### src/rtl/sync_countdown_timer.sv
// sync_countdown_timer
//   Loadable synchronous down-counter with a small control FSM. After a
//   programmed number of enabled cycles it emits a one-cycle expiry pulse.
//   Used as the timeout/delay generator for bus handshakes and peripheral
//   timers (UART bit timing, watchdog).
//
//   Optional feature macro: TIMER_AUTO_RELOAD_EN
//     defined   : at expiry the counter reloads from period and keeps running,
//                 producing a periodic expiry pulse (period==0 at reload -> DONE).
//     undefined : at expiry the timer parks in DONE with value=0.
//
// Parameters
//   size        width of period/value
//   init_value  value driven after reset and after abort
//
// Ports
//   clock    in   1     rising-edge clock
//   reset    in   1     synchronous, active-high reset
//   start    in   1     load period and run (restarts while running)
//   abort    in   1     stop immediately, return to IDLE
//   hold     in   1     freeze the count while in RUN
//   period   in   size  cycles until expiry, sampled on start (and on reload)
//   value    out  size  current count (registered)
//   running  out  1     high while in RUN
//   expired  out  1     one-cycle pulse when the count reaches 0
//   done     out  1     level, high while in DONE
//
// State table
//   state | meaning
//   IDLE  | not counting, value = init_value
//   RUN   | counting down, value >= 1
//   DONE  | count reached zero, waiting for start/abort/reset

module sync_countdown_timer #(
  parameter int unsigned         size       = 8,
  parameter logic [size-1:0]     init_value = '0
) (
  input  logic            clock,
  input  logic            reset,
  input  logic            start,
  input  logic            abort,
  input  logic            hold,
  input  logic [size-1:0] period,
  output logic [size-1:0] value,
  output logic            running,
  output logic            expired,
  output logic            done
);

  typedef enum logic [1:0] {
    IDLE = 2'd0,
    RUN  = 2'd1,
    DONE = 2'd2
  } state_t;

  localparam logic [size-1:0] ONE = {{(size-1){1'b0}}, 1'b1};

  state_t state;
  logic   period_zero;
  logic   terminal;

  assign period_zero = (period == '0);
  // Treating value<=1 as terminal keeps the counter from ever wrapping below 0.
  assign terminal    = (value <= ONE);

  always_ff @(posedge clock) begin
    if (reset) begin
      state   <= IDLE;
      value   <= init_value;
      running <= 1'b0;
      expired <= 1'b0;
      done    <= 1'b0;
    end else begin
      expired <= 1'b0;
      if (abort) begin
        state   <= IDLE;
        value   <= init_value;
        running <= 1'b0;
        done    <= 1'b0;
      end else if (start) begin
        // A zero period expires immediately rather than counting 2^size cycles.
        if (period_zero) begin
          state   <= DONE;
          value   <= '0;
          running <= 1'b0;
          done    <= 1'b1;
          expired <= 1'b1;
        end else begin
          state   <= RUN;
          value   <= period;
          running <= 1'b1;
          done    <= 1'b0;
        end
      end else begin
        case (state)
          RUN: begin
            if (!hold) begin
              if (!terminal) begin
                value <= value - ONE;
              end else begin
                expired <= 1'b1;
`ifdef TIMER_AUTO_RELOAD_EN
                if (period_zero) begin
                  state   <= DONE;
                  value   <= '0;
                  running <= 1'b0;
                  done    <= 1'b1;
                end else begin
                  value <= period;
                end
`else
                state   <= DONE;
                value   <= '0;
                running <= 1'b0;
                done    <= 1'b1;
`endif
              end
            end
          end
          IDLE, DONE: begin
            // hold is ignored outside RUN; outputs keep their values.
          end
          default: begin
            state   <= IDLE;
            value   <= init_value;
            running <= 1'b0;
            done    <= 1'b0;
          end
        endcase
      end
    end
  end

endmodule

### config.mk
export PLATFORM = sky130hd
export DESIGN_NAME = sync_countdown_timer
export DESIGN_NICKNAME = d
export VERILOG_FILES = /design/src/rtl/sync_countdown_timer.sv
export SDC_FILE = /design/constraint.sdc
export NUM_CORES = 1
export LEC_CHECK = 0
export CORE_MARGIN = 2
export CORE_UTILIZATION = 44
export DETAILED_ROUTE_END_ITERATION = 7
export PLACE_DENSITY_LB_ADDON = 0.1
export SLEW_MARGIN = 20
export SYNTH_ARGS = -nofsm -noshare
export SYNTH_HDL_FRONTEND = slang
export SYNTH_SLANG_ARGS = --single-unit
### constraint.sdc
create_clock -name clock -period 1.95 [get_ports clock]
set_input_delay 0.2925 -clock clock [delete_from_list [all_inputs] [get_ports clock]]
set_output_delay 0.2925 -clock clock [all_outputs]
set_load 0.01 [all_outputs]
# == Word-level counts from Yosys, hierarchy flattened ==
# Cells that the tools add are included.
# op_classes
addsub,1
reduce_logical,6
muxes,24
n_eq_ne,5
n_lt_le_gt_ge,1
# ops
cell,count
8-bit 2-to-1 mux,4
8-bit one-hot mux with 2 select lines,1
1-bit 2-to-1 mux,12
"8-bit by 1-bit less-or-equal comparator with 1-bit output, second input constant",1
8-bit zero test,1
2-bit 2-to-1 mux,4
"8-bit by 1-bit subtractor with 8-bit output, second input constant",1
"3-bit inequality test, second input constant",2
1-bit one-hot mux with 2 select lines,2
2-bit one-hot mux with 2 select lines,1
2-bit OR reduction,2
3-bit AND reduction,1
"2-bit by 1-bit == test with 1-bit output, second input constant",1
"2-bit == test, second input constant",1
2-bit zero test,1
"2-bit inequality test, second input constant",1
2-bit AND reduction,1
# word_totals
regBits,13
in_bits,13
elab_cells,42
output_inout_bits,11

# == Longest topological paths before layout ==
# Gate-level depths: netlist of run 1.
# depth
depth_word,5
ltp_mapped,6
depth_no_buf,6

# == Worst setup path before layout of run 1 ==
# OpenSTA, ideal clock, no wires.
# synth_path
path_kind,reg2reg
startpoint,register value[0]
endpoint,register done
path_slack_ns,0.252
path_buffers,0
period_less_slack_ns,1.698
path_stages_with_launch,7
setup_ns,0.118
arrival_time_ns,1.581
t_required_ns,1.832
cell_sequence,dfxtp_1 -> inv_1 -> ha_1 -> o21ba_2 -> a31oi_1 -> nor2_1 -> o2111a_1
# synth_via
elab_chain_len,3
# synth_rtl
element,line,text
from (decl),44,"output logic [size-1:0] value,"
from (signal assigned),69,value <= init_value;
from (signal assigned),77,value <= init_value;
from (signal assigned),90,value <= period;
8-bit by 1-bit less-or-equal comparator with 1-bit output,64,assign terminal = (value <= ONE);
3-bit inequality test (no line),--,
3-bit AND reduction (no line),--,
to (signal assigned),72,done <= 1'b0;
to (signal assigned),79,done <= 1'b0;
to (signal assigned),86,done <= 1'b1;
to (decl),47,output logic done
# No other way between the ends.
# A chain may end at the register's enable or synchronous reset.

# == Worst setup path after layout of run 1 ==
# layout_path
startpoint,register value[0]
endpoint,register value[5]
# layout_via
elab_chain_len,5
elab_cells_between_ends,6
classes_between,1 x add/sub; 1 x order compare; 4 x mux
# layout_rtl
element,line,text
8-bit by 1-bit subtractor with 8-bit output or 8-bit by 1-bit less-or-equal comparator with 1-bit output (tied branches),"99, 64",
8-bit 2-to-1 mux (*),98,if (!terminal) begin
8-bit 2-to-1 mux (*),97,if (!hold) begin
8-bit one-hot mux with 2 select lines (*),95,case (state)
8-bit 2-to-1 mux (*),80,end else if (start) begin
# Mark *: on every way between the ends. The rest lies on a longest branch, timed or not. The select of a mux whose other input is x is not followed.

==> results_dict.tcl, run 1 <==
set metrics [dict create \
    port_buffers 23 \
    cts.path.max_buffers 2 \
    cts.sinks 11 \
    crit_arrival_ns 1.85 \
    synth_seq_cells 11 \
    cts_resized 0 \
    cap_violations 0 \
    clock_latency_ns 0.27 \
    endpoint_kind "register" \
    yosysSeqAreaShare_pct 29.7 \
    drv_slew 0 \
    ant_nets 0 \
    final.setup.tns_ns 0 \
    ys.warnings.count 0 \
    stdcell_count 137 \
    first_global_vias 788 \
    required_ns 2.12 \
    finalHoldViolations 0 \
    overflow 0 \
    ys_types 39 \
    total_power_uw 561 \
    cts-hold-fix-buffers 0 \
    crit_path_start_kind "register" \
    drt-total-wl_mm 2.02 \
    dr.pass1.iters 4 \
    synth_edf_count 0 \
    fp.dieH_um 45.0 \
    synth_commonest_cells "dfxtp_1 (11), nand2_1 (11), nor2_1 (7)" \
    p_leak_uw 0.000381 \
    rsz0062_at_grt "no" \
    relSlewSlack_pct 63.5 \
    cts_max_level 1 \
    status "finished clean" \
    async_flop_share_pct 0 \
    synth_area_leader_cell "dfxtp_1" \
    syn_nets 106 \
    area_growth_pct 41.9 \
    synthesis.area_um2 741 \
    die_w_um 45.0 \
    ir_drop_mv 0.444 \
    powerDensity_nw_per_um2 534 \
    numCtsBuffers 3 \
    vias_per_cell 6.17 \
    avgSynthCellArea_um2 8.14 \
    synth_top_area_share_pct 29.7 \
    drc 0 \
    postCtsSetupBuffers 0 \
    core-area_um2 1540 \
    antenna_found_initial 0 \
    synth_area_leaders "dfxtp_1 (30%), nand2_1 (5.6%), nor4_1 (4.2%)" \
    fin_crit_sh_pct 86.2 \
    grt_max_degree 13 \
    antenna_cells 0 \
    grtUsageTotal_pct 22.7 \
    detail_route.wl_per_cell_um 14.8 \
    clkTransAtPathRegs_ns 0.07 \
    crit_fanout 6 \
    layout-drive-gt1-share_pct 15.7 \
    min_period_ns 1.68 \
    detailed_place_hpwl_mm 1.58 \
    globalplace.congestion 0.882 \
    drt_iter0_markers 22 \
    synth-main-ff-cell "dfxtp_1" \
    rows 14 \
    n_fill_cell 134 \
    cts-root-buf "clkbuf_4" \
    start_util_pct 48.1 \
    postSynthCellCount 91 \
    vias 845 \
    die_area_um2 2030 \
    min_path_type "reg -> reg" \
    dp_cells 133 \
    io_pins 24 \
    worstMarginPinSlew_ns 0.543 \
    crit_type "reg -> reg" \
    tritoncts "done" \
    grt_pass1_wl_mm 3.36 \
    num-nets-final 137 \
    clock-skew-final_ns 0.00551 \
    timing.fmax_mhz 595 \
    setup_viol 0 \
]
## cells by family after synthesis
family,Yosys count,synth area share [%]
buf+inv,6,3.04
fa+ha+maj,2,3.38
flops,11,29.7
compound gates,28,29.2
simple gates,44,34.6
## per-stage QoR
| step | instance area, um2 | setup slack [ns] | hold WS, ns | util [%] |
|---|---|---|---|---|
| after floorplan | 741 | 0.252 | 0.460 | - |
| after global placement | 1020 | 0.0576 | 0.534 | 66.5 |
| after detailed placement | 1020 | 0.0246 | 0.545 | 66.5 |
| after CTS | 1050 | 0.253 | 0.563 | 68.2 |
| after global routing | 1050 | 0.111 | 0.584 | 68.2 |
| final | 1050 | 0.269 | 0.564 | 68.2 |
## power by group
part           switching (uW)  internal [uW]  leakage (uW)
clock                    81.2           79.2     0.0000150
sequential               13.3            233     0.0000897
combinational            73.4           80.5      0.000276
total                     168            393      0.000381
## final cells by class
cell class / count / area (um2) / share of cell area (%)
well taps: 16 / 20.0 / 1.90
clock buffers: 4 / 26.3 / 2.50
flip-flops and latches: 11 / 220 / 21.0
multi-input cells: 74 / 498 / 47.4
inverters: 3 / 11.3 / 1.07
repair buffers: 29 / 275 / 26.2
## sequential cells by signal (all words and copies together), names as in the netlist
register	cells
value	8
done	1
expired	1
running	1
## critical path, cell delays in order (launching register included)
cell      delay, ns
dfxtp_1        0.42
inv_1          0.08
ha_1           0.21
o21ba_2        0.21
a31oi_1        0.27
buf_4          0.18
a211oi_1       0.04
nor4_1         0.18
## routing by layer
metal / global-route usage, % / vias up / wire length, um
met1: 28.8 / 378 / 910
li1: - / 423 / -
met2: 37.1 / 40 / 943
met5: 0 / - / 0
met3: 3.60 / 4 / 144
met4: 11.2 / 0 / 25
## path summary, 6_finish.rpt
kind	slack [ns]	endpoint	startpoint	cells past startpoint
worst max-delay path	0.27	value[5]	value[0]	7
worst min-delay path	0.56	value[4]	value[4]	1
worst max register to register	0.27	value[5]	value[0]	7
worst min register to register	0.56	value[4]	value[4]	1
## cells in the final DEF, fill, tap and decap left out, types with 2 or more instances in the layout
| cell type | instances |
|---|---|
| a211oi_1 | 4 |
| a21oi_1 | 3 |
| a31oi_1 | 4 |
| and2_1 | 2 |
| buf_4 | 6 |
| clkbuf_4 | 3 |
| clkdlybuf4s50_1 | 23 |
| dfxtp_1 | 11 |
| ha_1 | 2 |
| inv_1 | 3 |
| nand2_1 | 11 |
| nand2b_1 | 2 |
| nand3_1 | 3 |
| nand3b_1 | 2 |
| nand4_1 | 2 |
| nor2_1 | 7 |
| nor3_1 | 2 |
| nor4_1 | 5 |
| o21ai_0 | 2 |
| o31ai_1 | 2 |
Note: power is estimated with default switching activity, not from simulation.
==> inputs of run 2 (changes only) <==
--- a/config.mk
+++ b/config.mk
@@ -5,8 +5,11 @@
 export SDC_FILE = /design/constraint.sdc
 export NUM_CORES = 1
 export LEC_CHECK = 0
+export CELL_PAD_IN_SITES_DETAIL_PLACEMENT = 2
+export CELL_PAD_IN_SITES_GLOBAL_PLACEMENT = 2
+export CORE_ASPECT_RATIO = 2
 export CORE_MARGIN = 2
-export CORE_UTILIZATION = 44
+export CORE_UTILIZATION = 25
 export DETAILED_ROUTE_END_ITERATION = 7
 export PLACE_DENSITY_LB_ADDON = 0.1
 export SLEW_MARGIN = 20
==> results_dict.tcl, run 2 (synthesis results as in run 1) <==
set metrics [dict create \
    globalplace.congestion 0.889 \
    drt-total-wl_mm 3.08 \
    fp.dieH_um 81.0 \
    status "finished clean" \
    finalHoldViolations 0 \
    detail_route.wl_per_cell_um 19.6 \
    final.setup.tns_ns 0 \
    final_cell_mix "clkdlybuf4s50_1 (23), buf_4 (12), nand2_1 (11), dfxtp_1 (11), nor2_1 (7)" \
    antenna_found_initial 0 \
    crit_type "reg -> reg" \
    crit_path_start_kind "register" \
    crit_fanout 4 \
    drc 0 \
    die_area_um2 3440 \
    overflow 0 \
    tritoncts "done" \
    rr_startpoint "value[0]" \
    endpoint "value[7]" \
    crit_arrival_ns 1.92 \
    clock-skew-final_ns 0.000697 \
    cap_violations 0 \
    num-nets-final 143 \
    post-place-ws_ns 0.00641 \
    regMostFlops "value" \
    powerDensity_nw_per_um2 587 \
    multi_input_area_um2 498 \
    cts_max_level 1 \
    r2r-end "value[7]" \
    first_global_vias 945 \
    fin_crit_sh_pct 91.7 \
    cts_resized 0 \
    required_ns 2.08 \
    grt_max_degree 12 \
    detailed_place_hpwl_mm 2.45 \
    cts-root-buf "clkbuf_8" \
    clkTransAtPathRegs_ns 0.06 \
    p_leak_uw 0.000418 \
    worstRegToRegCells 5 \
    r2r_setup_slack_ns 0.16 \
    postCtsSetupBuffers 0 \
    fin_util_pct 38.9 \
    n_fill_cell 348 \
    min_period_ns 1.79 \
    crit_start "value[0]" \
    grtUsageTotal_pct 19.5 \
    largest_reg_flops 8 \
    rows 28 \
    worstMarginPinSlew_ns 0.480 \
    endpoint_kind "register" \
    min_path_type "reg -> reg" \
    ir_drop_mv 0.314 \
    relSlewSlack_pct 67.7 \
    seq_area_um2 220 \
    core-area_um2 2910 \
    cts.path.max_buffers 2 \
    grt_pass1_wl_mm 4.97 \
    dr.pass1.iters 3 \
    layout_commonest_cell "clkdlybuf4s50_1" \
    cts.sinks 11 \
    drt_iter0_markers 13 \
    cts-hold-fix-buffers 0 \
    vias 866 \
    area_growth_pct 52.9 \
    layout-drive-gt1-share_pct 19.7 \
    setup_viol 0 \
    io_pins 24 \
    drv_slew 0 \
    antenna_cells 0 \
    fin_ws_ns 0.162 \
    vias_per_cell 5.52 \
    die_w_um 42.5 \
    ant_nets 0 \
    rsz0062_at_grt "no" \
    clock_latency_ns 0.24 \
    start_util_pct 25.5 \
    timing.fmax_mhz 559 \
    numCtsBuffers 3 \
    port_buffers 23 \
]
-- run 2: cell count changes in the layout (fill, tap and decap cells not counted), sizes merged --
cell,previous run,this run
buf,6,12
-- run 2: layout make-up --
class                           instances  share of cell area (%)
Clock buffer                            4                    3.98
Inverter                                3                   0.994
Multi-Input combinational cell         74                    44.0
Sequential cell                        11                    19.4
Tap cell                               30                    3.31
Timing Repair Buffer                   35                    28.3
-- run 2: power by group --
part,switching [uW],internal (uW)
Clock,102,145
Sequential,12.8,234
Combinational,86.4,85.6
-- run 2: worst max-delay path, cell delays in order, from the launching register on --
cell and delay (ns):
dfxtp_1 0.34, buf_4 0.15, or4_1 0.54, nor4_1 0.33, nand4_1 0.15, nor3b_2 0.17
-- run 2: worst min-delay path by stage --
stage                   start  cells after the start       end
floorplan           period[1]                      2  value[1]
CTS                  value[4]                      1  value[4]
finish               value[4]                      1  value[4]
global route         value[4]                      1  value[4]
global placement     value[4]                      1  value[4]
detailed placement   value[4]                      1  value[4]
-- run 2: metal layers --
layer,vias up,wire length (um),track usage [%]
li1,422,-,-
met1,420,1220,21.6
met2,20,1750,37.2
met3,4,77,1.56
met4,0,30,7.50
met5,-,0,0
-- run 2: through the flow --
| stage | instance area [um2] | hold slack [ns] | std cells | total power [uW] |
|---|---|---|---|---|
| global placement | 1090 | 0.556 | 153 | 418 |
| finish | 1130 | 0.578 | 157 | 665 |
| floorplan | 741 | 0.460 | 91 | 331 |
| detailed placement | 1090 | 0.572 | 153 | 423 |
| CTS | 1130 | 0.585 | 157 | 670 |
| global route | 1130 | 0.613 | 157 | 698 |
